### src/rtl/priority_arbiter_rr.sv
// priority_arbiter_rr: registered N-way arbiter with fixed-priority or
// round-robin selection. It presents a held one-hot plus binary grant on a
// valid/ready handshake. Every output is a flop.
module priority_arbiter_rr #(
  parameter  int N = 8,
  localparam int W = $clog2(N)
) (
  input  logic         clk,
  input  logic         rst,
  input  logic         en,
  input  logic         rr_mode,
  input  logic [N-1:0] req,
  output logic         grant_valid,
  input  logic         grant_ready,
  output logic [W-1:0] grant_idx,
  output logic [N-1:0] grant_onehot
);

  typedef enum logic {IDLE = 1'b0, GRANT = 1'b1} state_t;

  state_t         state;
  logic [W-1:0]   ptr;
  logic [W-1:0]   base;
  logic [W-1:0]   cand;
  logic [W-1:0]   sel_idx;
  logic [N-1:0]   sel_onehot;
  logic           sel_hit;
  logic           start;
  int             pos;

  // Selection search. On an accept the pointer is about to become grant_idx,
  // so the same-cycle re-arbitration uses grant_idx directly as its base.
  // A zero base reproduces fixed priority (N-1 down to 0).
  always_comb begin
    base    = '0;
    sel_hit = 1'b0;
    sel_idx = '0;
    pos     = 0;
    cand    = '0;
    if (rr_mode)
      base = (state == GRANT) ? grant_idx : ptr;
    for (int k = 1; k <= N; k++) begin
      pos = int'(base) - k;
      if (pos < 0)
        pos = pos + N;
      cand = W'(pos);
      if (!sel_hit && req[cand]) begin
        sel_hit = 1'b1;
        sel_idx = cand;
      end
    end
  end

  // One-hot form of the selected index (only consumed when sel_hit is set).
  always_comb begin
    sel_onehot          = '0;
    sel_onehot[sel_idx] = 1'b1;
  end

  assign start = en && sel_hit;

  // FSM and registered grant outputs. Reset wins over a pending accept.
  always_ff @(posedge clk) begin
    if (rst) begin
      state        <= IDLE;
      ptr          <= '0;
      grant_valid  <= 1'b0;
      grant_idx    <= '0;
      grant_onehot <= '0;
    end else begin
      case (state)
        IDLE: begin
          if (start) begin
            state        <= GRANT;
            grant_valid  <= 1'b1;
            grant_idx    <= sel_idx;
            grant_onehot <= sel_onehot;
          end
        end
        GRANT: begin
          // Without an accept everything holds, whatever req/en/rr_mode do.
          if (grant_ready) begin
            ptr <= grant_idx;
            if (start) begin
              grant_idx    <= sel_idx;
              grant_onehot <= sel_onehot;
            end else begin
              state        <= IDLE;
              grant_valid  <= 1'b0;
              grant_idx    <= '0;
              grant_onehot <= '0;
            end
          end
        end
        default: state <= IDLE;
      endcase
    end
  end

endmodule

### config.mk
export PLATFORM = sky130hd
export DESIGN_NAME = priority_arbiter_rr
export DESIGN_NICKNAME = d
export VERILOG_FILES = /design/src/rtl/priority_arbiter_rr.sv
export SDC_FILE = /design/constraint.sdc
export NUM_CORES = 1
export LEC_CHECK = 0
export ABC_AREA = 1
export BUFFER_PORTS_ARGS = -buffer_cell sky130_fd_sc_hd__buf_2
export CELL_PAD_IN_SITES_DETAIL_PLACEMENT = 1
export CELL_PAD_IN_SITES_GLOBAL_PLACEMENT = 1
export CORE_MARGIN = 4
export CORE_UTILIZATION = 43
export DETAILED_ROUTE_END_ITERATION = 12
export GPL_TIMING_DRIVEN = 0
export PLACE_DENSITY_LB_ADDON = 0.2
export SETUP_SLACK_MARGIN = 0.5
export SLEW_MARGIN = 20
export SYNTH_ARGS = -nofsm -noshare
export SYNTH_HDL_FRONTEND = slang
export SYNTH_SLANG_ARGS = --single-unit
export TNS_END_PERCENT = 1
### constraint.sdc
create_clock -name clk -period 4.48 [get_ports clk]
set_clock_uncertainty 0.05 [all_clocks]
set_input_delay 0.672 -clock clk [delete_from_list [all_inputs] [get_ports clk]]
set_output_delay 0.672 -clock clk [all_outputs]
set_load 0.02 [all_outputs]
**Word-level counts from Yosys, hierarchy flattened**

Index checks and enable logic that the tools add are counted.
Widths: inputs -> output; s select.

- Add/subtract/negate cells: 16
- $lt $le $gt $ge: 18
- Equality and inequality tests: 3
- Muxes and demuxes: 59
- Bitwise logic cells: 1
- Reductions and logical operators: 19

Operator list:

| kind | count |
|---|---|
| $mux 3 | 21 |
| $lt 3x4->1 const B | 9 |
| $lt 4x1->1 const B | 7 |
| $add 3x1->3 const B | 8 |
| $bmux 1 s3 | 8 |
| $mux 8 | 3 |
| $mux 1 | 22 |
| $pmux 8 s2 | 1 |
| $sub 3x3->4 const B | 4 |
| $logic_and 1x1->1 | 9 |
| $sub 3x2->4 const B | 2 |
| $logic_not 1->1 | 7 |
| $ne 2x2->1 const B | 3 |
| $pmux 3 s2 | 1 |
| $lt 5x1->1 const B | 1 |
| $sub 3x4->5 const B | 1 |
| $pmux 1 s2 | 2 |
| $reduce_and 2->1 | 2 |
| $sub 3x1->4 const B | 1 |
| $demux 1 s3 | 1 |
| $ge 3x1->1 const B | 1 |
| $reduce_and 3->1 | 1 |
| $not 1->1 | 1 |

- Bits in registers: 16
- Output and inout port bits: 12

**Longest topological paths before layout**

Gate-level depths: netlist of run 1.

- Depth in word-level cells: 36
- Mapped depth: 24

**Worst setup path before layout of run 1**

Ideal clock, no wire load.

- Path type: input -> register
- From: input rr_mode
- To: register grant_onehot[3]
- Library setup time: 0.135 ns
- Arrival: 2.909 ns
- Path slack: 1.386 ns
- Cell stages on the path: 20
- Cell sequence: buf_4 > nand3_4 > buf_6 > inv_1 > ha_1 > buf_2 > inv_1 > nand3_1 > nand3_1 > nand2_2 > nor2_4 > nand4_4 > nor2_8 > nand3_2 > nand2_2 > nor2_1 > nand2_2 > nor2_1 > nor2_1 > nor2_1

- Cells in the longest elaborated chain, start to end: 35
- Elaborated cells on any way between the ends: 91
- Those cells by class: 16 x add/sub; 10 x order compare; 1 x eq/ne; 47 x mux; 17 x reduce/logical

Ends and longest elaborated chain:

| what | RTL line | text |
|---|---|---|
| from (decl) | 11 | `input logic rr_mode,` |
| $mux 3 (*) | 40 | `if (rr_mode)` |
| $sub 3x1->4 | 43 | `pos = int'(base) - k;` |
| $lt 4x1->1 / $add 3x1->3 (equally long branches) | 44, 45 |  |
| $mux 3 | 44 | `if (pos < 0)` |
| $bmux 1 s3 | 47 | `if (!sel_hit && req[cand]) begin` |
| $mux 1 (not written as such) | 47 |  |
| $mux 1 | 47 |  |
| $logic_not 1->1 | 47 |  |
| (+19 left out) | n/a |  |
| $mux 3 | 47 |  |
| $lt 3x4->1 (not written as such) / $ge 3x1->1 (equally long branches) | 57 | `sel_onehot[sel_idx] = 1'b1;` |
| $logic_and 1x1->1 (not written as such) | 57 |  |
| $mux 1 (not written as such) | 57 |  |
| $demux 1 s3 | 57 |  |
| $mux 8 | 84 | `if (start) begin` |
| $mux 8 | 82 | `if (grant_ready) begin` |
| $pmux 8 s2 | 71 | `case (state)` |
| to (signal assigned) | 77 | `grant_onehot <= sel_onehot;` |
| to (signal assigned) | 86 | `grant_onehot <= sel_onehot;` |
| to (decl) | 16 | `output logic [N-1:0] grant_onehot` |

Mark *: on every way between the ends. The rest lies on a longest branch, timed or not. The select of a mux whose other input is x is not followed.
A chain may end at the register's enable or synchronous reset.

**Final worst setup path of run 1**

- From: register state
- To: register grant_onehot[7]

- Cells in the longest elaborated chain, start to end: 36
- Elaborated cells on any way between the ends: 94
- Those cells by class: 16 x add/sub; 10 x order compare; 2 x eq/ne; 48 x mux; 1 x bitwise; 17 x reduce/logical

Ends and longest elaborated chain:

| what | RTL line | text |
|---|---|---|
| from (decl) | 21 | `state_t state;` |
| from (signal assigned) | 65 | `state <= IDLE;` |
| from (signal assigned) | 74 | `state <= GRANT;` |
| from (signal assigned) | 88 | `state <= IDLE;` |
| $mux 3 | 41 | `base = (state == GRANT) ? grant_idx : ptr;` |
| $mux 3 | 40 |  |
| $sub 3x1->4 | 43 |  |
| $lt 4x1->1 / $add 3x1->3 (equally long branches) | 44, 45 |  |
| $mux 3 | 44 |  |
| $bmux 1 s3 | 47 |  |
| $mux 1 (not written as such) | 47 |  |
| $mux 1 | 47 |  |
| (+20 left out) | n/a |  |
| $mux 3 | 47 |  |
| $lt 3x4->1 (not written as such) / $ge 3x1->1 (equally long branches) | 57 |  |
| $logic_and 1x1->1 (not written as such) | 57 |  |
| $mux 1 (not written as such) | 57 |  |
| $demux 1 s3 | 57 |  |
| $mux 8 | 84 |  |
| $mux 8 | 82 |  |
| $pmux 8 s2 | 71 |  |

Several ways; a longest one is shown, not always the timed one. The select of a mux whose other input is x is not followed.

==> summary.txt, run 1 <==
Yosys
  – Main combinational cell family by area after synthesis: simple AND/OR/NAND/NOR gates
  – Fraction of the yosys area taken by sequential cells: 18.3%
  – Share of the synthesized area in compound gates (AO/OA/AOI/OAI): 8.81%
  – Number of storage elements in the synthesis netlist: 16
  – Count of cell types in the netlist: 34
  – Share of synthesized area spent on multiplexers: 0%
  – Synth Instances: 286
  – Adder and majority cell fraction of the synthesized area: 1.43%
  – Post-synthesis instance area: 1750 um2
  – Post-synth ARST share: 0%
  – XOR/XNOR share of the synthesized area: 0%
  – Top FF cell, synth: dfxtp_1
  – Net count after synthesis: 301
  – Number of enable-type register cells in the synthesized netlist: 0
  – Simple-gate share of the synthesized area: 60.0%
  – Synth warnings: 0
  – Syn_area_per_cell: 6.11 um2

Timing
  – Worst Tran Pin Value: 615 ps
  – Accumulated negative setup slack: 0 ps
  – Final Hold Violating Endpoints: 0
  – Final number of setup-violating endpoints: 0
  – Highest clock rate: 295 MHz
  – Number of max-slew violations in the final report: 0
  – Least setup slack across all paths after layout: 1090 ps
  – Final Cycle Share: 75.6%
  – Max_slew headroom: 59.0%
  – Fin crit period: 3390 ps
  – RSZ-0062 raised after global routing: no

Worst setup path
  – CP Class: reg -> reg
  – Nature of the critical path startpoint: flip-flop
  – Cell-by-cell trace of the critical path: buf_6, inv_4, nand2_2, nand3_4, buf_6, inv_1, ha_1, buf_2, inv_1, nand3_1, nand3_1, nand2_2, nor2_4, nand4_4, nor2_8, nand3_2, nand2_2, nor2_1, nand2_2, nor2_1, nor2_1, nor2_1
  – CP endpoint kind: flip-flop
  – Data arrival time of the critical path: 3450 ps
  – Critical-path top delay cell: dfxtp_1
  – Delay of the slowest cell on the worst path: 320 ps
  – Maximum fanout along the worst path: 10
  – Worst Path Required: 4550 ps

CTS
  – Number of sinks handled by clock tree synthesis: 16
  – Library cell used as clock root buffer: clkbuf_8
  – H-tree level count: 1
  – PostCTS Resize Cnt: 0
  – Setup Fix Bufs, Post-CTS: 0
  – Hold Buf Count CTS: 0
  – Clock tree from TritonCTS: yes
  – Worst-skew pair later-pin latency: 250 ps
  – Maximum count of clock buffers along a single path: 2
  – Num CTS Buffers: 3
  – Register clock-pin slew on the reported worst setup and hold paths: 60 ps

Pwr
  – Internal power component: 0.000303 W
  – Reg power frac: 29.3%
  – Net switching power of the design: 0.000257 W
  – VDD IR-drop max: 0.000232 V
  – Leakage power total: 0.984 nW
  – Clock power frac: 19.2%
  – Switch share: 45.8%
  – Combinational group share of total power: 51.5%
  – Areal power density over the cells: 286 nW/um2

Route
  – Count of nets left with antenna violations after detail routing: 0
  – Vias per Instance: 5.31
  – Drt pass-1 iters: 4
  – DRT Wirelength: 5100 um
  – DRT iter0 DRCs: 67
  – Total number of vias: 1907
  – DRC errors left: 0
  – Post-DR wirelength/cell: 14.2 um

Global routing
  – Overall fraction of global-route tracks in use: 21.1%
  – Maximum number of pins on one net before global-route repair: 11
  – Number of global-route vias before repair: 1977
  – Wire length of the first global-routing pass: 8930 um
  – Antenna violations before repair: 0
  – Leftover overflow at the end of global routing: 0

Die
  – Floorplan die height: 71.7 um
  – Number of placed I/O pins: 25
  – Initial standard-cell utilization of the core: 46.0%
  – Core area: 3800 um2
  – Count of standard-cell rows: 22
  – Overall die width: 71.7 um
  – Total die area: 5150 um2

Place
  – Last weighted congestion value of the routability-driven placer: 0.842
  – Placement Setup Slack: 883 ps
  – Area after DPL: 1920 um2
  – Port Buffer Count: 22
  – Detailed-placement wirelength estimate: 4170 um

Flow run
  – Total of max-cap violations: 0

Final layout
  – Final net count: 328
  – Layout cells sized above 1: 28.0%
  – Highest-count cells in the layout ignoring fill and taps: 65 x nand2_1, 58 x nand3_1, 33 x nor2_1
  – Number of antenna diodes: 0
  – Area growth from synthesis to layout: 12.1%
  – Final instance area: 1960 um2
  – Most frequent standard cell in the layout excluding fill and tap cells: nand2_1

Hold path
  – Class of the tightest hold or removal check: reg -> reg

Outcome
  – Result of the run: finished clean
==> kinds of logic after synthesis <==
| logic type | after synthesis |
|---|---|
| compound gates | 20 |
| fa+ha+maj | 2 |
| simple gates | 205 |
| flops | 16 |
| buf+inv | 43 |
==> flip-flops by register name, summed over array words and instances (netlist names) <==
name and flops:
grant_onehot 8, ptr 3, state 1, grant_idx 3, grant_valid 1
==> Yosys cell counts, types with 3 or more instances <==
master | instances | area [um2]
nand2_2 | 28 | 175
nand2_1 | 65 | 244
nand3_1 | 58 | 290
dfxtp_1 | 16 | 320
inv_2 | 3 | 11.3
nand3_2 | 5 | 50.1
nand4_1 | 6 | 37.5
a21oi_2 | 7 | 61.3
buf_6 | 3 | 33.8
a21oi_1 | 5 | 25.0
nor2_1 | 33 | 124
inv_1 | 29 | 109
==> final cells by class <==
class	instances	area (um2)
clock buffers	3	41.3
flip-flops and latches	16	320
plain buffers	8	58.8
multi-input cells	227	1230
inverters	35	141
fillers	554	1840
well taps	48	60.1
repair buffers	22	110
==> per-stage QoR <==
step                      util, %  hold WS, ps  power, W  std cells
after detailed placement     50.5          413  0.000455        356
after global routing         51.5          437  0.000606        359
after CTS                    51.5          424  0.000564        359
final                        51.5          419  0.000560        359
after floorplan                 -          391  0.000385        286
after global placement       50.5          409  0.000444        356
==> final timing paths <==
path / start / to / slack [ps] / cells past startpoint
setup / recovery: state / grant_onehot[7] / 1090 / 22
hold / removal: grant_onehot[6] / grant_onehot[6] / 420 / 2
setup reg to reg: state / grant_onehot[7] / 1090 / 22
hold reg to reg: grant_onehot[6] / grant_onehot[6] / 420 / 2
==> power by group through the flow <==
stage	Combinational (W)	Sequential (W)	Clock (W)
floorplan	0.000207	0.000179	0
global placement	0.000278	0.000167	0
detailed placement	0.000288	0.000167	0
CTS	0.000290	0.000164	0.000111
global route	0.000325	0.000166	0.000115
finish	0.000288	0.000164	0.000108
==> critical path, delay by kind of cell (launching register included) <==
kind | cells | cell delay (ps)
buffers and inverters | 6 | 940
adder cells (fa/ha/maj) | 1 | 250
flip-flops | 1 | 320
AND/OR/NAND/NOR | 15 | 1690
==> routing by layer <==
metal | vias to the layer above | GRT usage [%] | part of all wire, %
li1 | 974 | - | -
met1 | 905 | 28.6 | 49
met2 | 28 | 35.9 | 47
met3 | 0 | 3.79 | 4.1
met4 | 0 | 2.30 | 0
met5 | - | 0 | 0
No activity file was read; power rests on OpenSTA's default activity.
==> run 2: changes to the inputs <==
CORE_UTILIZATION = 36   (was 43)
clock period = 2.9 ns   (was 4.48 ns; I/O delays follow)
==> summary.txt, run 2 (synthesized netlist as in run 1, its figures left out) <==
Final layout
  – Final Instance Count excl. Fillers: 399 (+11%)
  – Filler cell count in the final layout: 649 (+17%)
  – Layout cells sized above 1: 42.5% (+14 points)
  – Highest-count cells in the layout ignoring fill and taps: 57 x nand2_1, 47 x nand3_1, 29 x nand2_2
  – Final net count: 348 (+6.1%)
  – Max reg flops: 8 (unchanged)
  – Number of antenna diodes: 0 (unchanged)
  – Most frequent standard cell in the layout excluding fill and tap cells: nand2_1
  – Register containing the most flip-flops in the final layout: grant_onehot
  – Area growth from synthesis to layout: 37.4%
  – Final instance area: 2400 um2 (+23%)
  – Largest registers: grant_onehot: 8 flops, grant_idx: 3 flops, ptr: 3 flops

Route
  – Total number of vias: 2024 (+6.1%)
  – Drt pass-1 iters: 4 (unchanged)
  – DRC errors left: 0 (unchanged)
  – Count of nets left with antenna violations after detail routing: 0 (unchanged)
  – Post-DR wirelength/cell: 14.8 um (+4.4%)
  – Vias per Instance: 5.07 (-4.5%)
  – DRT iter0 DRCs: 75 (+12%)
  – DRT Wirelength: 5920 um (+16%)

CTS
  – Register clock-pin slew on the reported worst setup and hold paths: 70 ps (about the same)
  – Hold Buf Count CTS: 0 (unchanged)
  – Clock tree from TritonCTS: yes
  – Worst-skew pair later-pin latency: 250 ps (about the same)
  – H-tree level count: 1 (unchanged)
  – Num CTS Buffers: 3 (unchanged)
  – Maximum count of clock buffers along a single path: 2 (unchanged)
  – Library cell used as clock root buffer: clkbuf_8
  – Number of sinks handled by clock tree synthesis: 16 (unchanged)

Die
  – Total die area: 6030 um2 (+17%)
  – Initial standard-cell utilization of the core: 37.0% (-9.0 points)
  – Number of placed I/O pins: 25 (unchanged)
  – Count of standard-cell rows: 25 (+14%)
  – Core area: 4720 um2 (+24%)
  – Overall die width: 77.7 um (+8.3%)
  – Floorplan die height: 77.7 um (+8.3%)

Worst setup path
  – Nature of the critical path startpoint: flip-flop
  – Maximum fanout along the worst path: 8 (-2)
  – CP endpoint kind: flip-flop
  – CP Class: reg -> reg
  – Data arrival time of the critical path: 2900 ps (-550 ps)
  – Worst Path Required: 3030 ps (-1520 ps)

Pwr
  – Power Total: 0.00102 W (+81%)
  – Areal power density over the cells: 423 nW/um2 (+48%)
  – VDD IR-drop max: 0.000232 V (about the same)
  – Leakage power total: 1.13 nW (+15%)

Global routing
  – Leftover overflow at the end of global routing: 0 (unchanged)
  – Maximum number of pins on one net before global-route repair: 11 (unchanged)
  – Overall fraction of global-route tracks in use: 20.0% (-1.1 points)
  – Antenna violations before repair: 0 (unchanged)
  – Number of global-route vias before repair: 2001 (+1.2%)
  – Wire length of the first global-routing pass: 9870 um (+11%)

Hold path
  – Class of the tightest hold or removal check: reg -> reg

Timing
  – Final number of setup-violating endpoints: 0 (unchanged)
  – Max_slew headroom: 54.2% (-4.8 points)
  – Number of max-slew violations in the final report: 0 (unchanged)
  – Final Cycle Share: 95.4% (+20 points)
  – Highest clock rate: 361 MHz (+22%)
  – Fin crit period: 2770 ps (-618 ps)
  – RSZ-0062 raised after global routing: yes
  – Hold WS: 422 ps (+2.63 ps)
  – Worst Tran Pin Value: 688 ps (+72.7 ps)
  – Final Hold Violating Endpoints: 0 (unchanged)
  – Accumulated negative setup slack: 0 ps (unchanged)

Place
  – Last weighted congestion value of the routability-driven placer: 0.804 (-4.5%)
  – Detailed-placement wirelength estimate: 4150 um (-0.37%)
  – Cell count after placement: 375 (+5.3%)
  – Port Buffer Count: 22 (unchanged)
  – Area after DPL: 2040 um2 (+6.3%)

Outcome
  – Result of the run: finished clean

Flow run
  – Total of max-cap violations: 0 (unchanged)
## run 2: cell count changes in the layout (fill, tap and decap cells not counted), moves of 4 or more
cell     before  now
buf_4         1   20
inv_8         0    4
nand2_1      65   57
nand2_4       1    7
nand3_1      58   47
nand3_2       5   13
nor2_1       33   26
nor2_2        1    7
## run 2: final timing paths
kind	from	endpoint	slack, ps	cells after the start
worst min register to register	grant_onehot[0]	grant_onehot[0]	420	2
worst max register to register	state	grant_onehot[2]	130	22
worst max-delay path	state	grant_onehot[2]	130	22
worst min-delay path	grant_onehot[0]	grant_onehot[0]	420	2
## run 2: layout make-up
cell class                 instances  area [um2]  share of cell area, %
sequential                        16         327                   13.6
timing repair buffer              42         260                   10.8
tap                               67        83.8                   3.49
clock buffer                       4        55.1                   2.29
inverter                          35         166                   6.93
multi-input combinational        227        1420                   59.1
buffer                             8        88.8                   3.70
## run 2: metrics by stage
step,setup slack (ps),utilization (%)
global route,-90.9,50.8
detailed placement,-52.1,43.2
finish,132,50.8
floorplan,341,-
global placement,-13.0,43.2
CTS,185,48.4
## run 2: worst max-delay path: stages (launching register included)
cell	delay (ps)
dfxtp_2	320
buf_8	130
inv_8	60
nand2_4	40
nand3_4	90
buf_8	140
inv_8	40
ha_4	210
buf_12	140
inv_8	70
nand3_4	70
nand2_4	80
nand2_1	60
nand2_2	140
nand4_4	150
nor2_8	200
nand4_1	180
buf_4	180
inv_1	40
nor2_1	40
nor2_1	70
nand2_1	70
a21oi_2	120
## run 2: power breakdown
part / leakage (nW) / internal, W / total, W / switching (W)
registers: 0.132 / 0.000240 / 0.000255 / 0.0000143
clock network: 0.0288 / 0.000121 / 0.000205 / 0.0000841
logic: 0.967 / 0.000196 / 0.000557 / 0.000361
## run 2: what timing repair did
| item | 4_1_cts | 5_1_grt |
|---|---|---|
| cloned | 0 | 0 |
| endpoints found under the setup margin | 13 | 13 |
| resized for setup | 24 | 16 |
| setup buffers | 13 | 7 |
| pin swaps | 16 | 17 |
## run 2: layer usage
| layer | global-route usage, % | vias to the layer above | routed length [um] |
|---|---|---|---|
| li1 | - | 1018 | - |
| met3 | 2.78 | 6 | 118 |
| met2 | 32.9 | 29 | 2830 |
| met5 | 0 | - | 0 |
| met1 | 28.2 | 971 | 2900 |
| met4 | 2.67 | 0 | 63 |
==> run 3: changes to the inputs <==
CORE_UTILIZATION = 40   (was 36)
clock period = 2.8 ns   (was 2.9 ns; I/O delays follow)
==> summary.txt, run 3 (synthesized netlist as in run 1, its figures left out) <==
Route
  – Count of nets left with antenna violations after detail routing: 0 (unchanged)
  – Total number of vias: 2301 (+14%)
  – Vias per Instance: 5.98 (+18%)
  – DRT iter0 DRCs: 182 (+140%)
  – Post-DR wirelength/cell: 20.0 um (+35%)
  – Drt pass-1 iters: 4 (unchanged)
  – DRC errors left: 0 (unchanged)
  – DRT Wirelength: 7710 um (+30%)

Pwr
  – VDD IR-drop max: 0.000220 V (-4.8%)
  – Leakage power total: 1.17 nW (+4.1%)
  – Power Total: 0.00116 W (+14%)
  – Areal power density over the cells: 463 nW/um2 (+9.5%)

Timing
  – Final number of setup-violating endpoints: 11 (+11)
  – Number of max-slew violations in the final report: 0 (unchanged)
  – Highest clock rate: 344 MHz (-4.9%)
  – Accumulated negative setup slack: -771 ps (-771 ps)
  – Least setup slack across all paths after layout: -111 ps (-243 ps)
  – Worst Tran Pin Value: 656 ps (-31.2 ps)
  – Final Cycle Share: 104% (+8.5 points)
  – Fin crit period: 2910 ps (+143 ps)
  – RSZ-0062 raised after global routing: yes
  – Max_slew headroom: 56.2% (+2.1 points)
  – Final Hold Violating Endpoints: 0 (unchanged)

Global routing
  – Wire length of the first global-routing pass: 10200 um (+3.5%)
  – Leftover overflow at the end of global routing: 0 (unchanged)
  – Antenna violations before repair: 0 (unchanged)
  – Maximum number of pins on one net before global-route repair: 11 (unchanged)
  – Number of global-route vias before repair: 2093 (+4.6%)
  – Overall fraction of global-route tracks in use: 23.6% (+3.6 points)

CTS
  – Clock tree from TritonCTS: yes
  – Register clock-pin slew on the reported worst setup and hold paths: 70 ps (about the same)
  – Maximum count of clock buffers along a single path: 2 (unchanged)
  – H-tree level count: 1 (unchanged)
  – Hold Buf Count CTS: 0 (unchanged)
  – Worst-skew pair later-pin latency: 260 ps (about the same)
  – Library cell used as clock root buffer: clkbuf_8
  – Number of sinks handled by clock tree synthesis: 16 (unchanged)
  – Num CTS Buffers: 3 (unchanged)

Worst setup path
  – Data arrival time of the critical path: 3050 ps (+150 ps)
  – Worst Path Required: 2940 ps (-90 ps)
  – Critical Path Most Common Cell: nand2_4
  – Critical-path top delay cell: dfxtp_2
  – Launching instance or port of the critical path: state
  – CP endpoint kind: flip-flop
  – Maximum fanout along the worst path: 7 (-1)
  – Delay of the slowest cell on the worst path: 330 ps (about the same)
  – Worst setup slack for register-to-register paths: -110 ps (-240 ps)
  – Gate family responsible for the most delay along the worst path: simple AND/OR/NAND/NOR gates
  – Crit path buffers/inverters: 8 (unchanged)
  – Launch instance of the worst register-to-register path: state
  – Nature of the critical path startpoint: flip-flop
  – CP Class: reg -> reg

Die
  – Core area: 4120 um2 (-13%)
  – Count of standard-cell rows: 23 (-8.0%)
  – Total die area: 5490 um2 (-9.0%)
  – Number of placed I/O pins: 25 (unchanged)
  – Floorplan die height: 74.1 um (-4.6%)
  – Initial standard-cell utilization of the core: 42.4% (+5.5 points)
  – Overall die width: 74.1 um (-4.6%)

Final layout
  – Most frequent standard cell in the layout excluding fill and tap cells: nand2_1
  – Highest-count cells in the layout ignoring fill and taps: 56 x nand2_1, 43 x nand3_1, 27 x nand2_2
  – Number of antenna diodes: 0 (unchanged)
  – Largest registers: grant_onehot: 8 flops, grant_idx: 3 flops, ptr: 3 flops
  – Final instance area: 2500 um2 (+4.3%)
  – Area growth from synthesis to layout: 43.3%
  – Final net count: 351 (+0.86%)
  – Max reg flops: 8 (unchanged)
  – Layout cells sized above 1: 46.3% (+3.8 points)
  – Register containing the most flip-flops in the final layout: grant_onehot

Place
  – Last weighted congestion value of the routability-driven placer: 0.786 (-2.2%)
  – Port Buffer Count: 22 (unchanged)
  – Detailed-placement wirelength estimate: 4180 um (+0.80%)
  – Area after DPL: 2010 um2 (-1.2%)

Outcome
  – Violated checks: setup timing
  – Result of the run: finished, violations left

Flow run
  – Total of max-cap violations: 0 (unchanged)

Hold path
  – Class of the tightest hold or removal check: reg -> reg
  – Hold Startpoint: grant_onehot[6]
[run 3: repair_timing]
item | 4_1_cts | 5_1_grt
setup endpoints to repair | 13 | 13
hold endpoints to repair | 0 | 0
gates resized for setup | 27 | 36
pin swaps | 16 | 25
setup buffers | 16 | 7
[run 3: through the flow]
step / cells / util [%] / hold WS, ps / worst slack, ps
finish: 385 / 60.8 / 420 / -111
global route: 385 / 60.8 / 444 / -298
detailed placement: 358 / 48.9 / 416 / -120
floorplan: 286 / - / 391 / 241
CTS: 378 / 55.6 / 414 / 65.0
global placement: 358 / 48.9 / 405 / -87.5
[run 3: cell type report]
class                   instances  area [um2]
multi-input cells             227        1520
inverters                      35         171
well taps                      50        62.6
plain buffers                   8        85.1
fillers                       542        1610
clock buffers                   4        55.1
flip-flops and latches         16         327
repair buffers                 45         287
[run 3: worst paths after layout]
check,cells after the start,endpoint
max reg2reg,25,grant_onehot[3]
max,25,grant_onehot[3]
min reg2reg,2,grant_onehot[6]
min,2,grant_onehot[6]
[run 3: where the power goes]
group	internal, W	switching [W]	total (W)
sequential	0.000249	0.0000172	0.000266
combinational	0.000236	0.000445	0.000681
clock	0.000125	0.0000877	0.000213
[run 3: metal layers]
metal  GRT usage [%]  part of all wire (%)
met1            32.1                    41
met2            40.1                    49
met3            3.65                   6.5
met4            3.62                   2.9
met5               0                     0
[run 3: worst register-to-register path, delay by kind of cell (launching register included)]
family | cells | cell delay [ps]
flip-flops | 1 | 330
AND/OR/NAND/NOR | 16 | 1440
buffers and inverters | 8 | 770
adder cells (fa/ha/maj) | 1 | 260
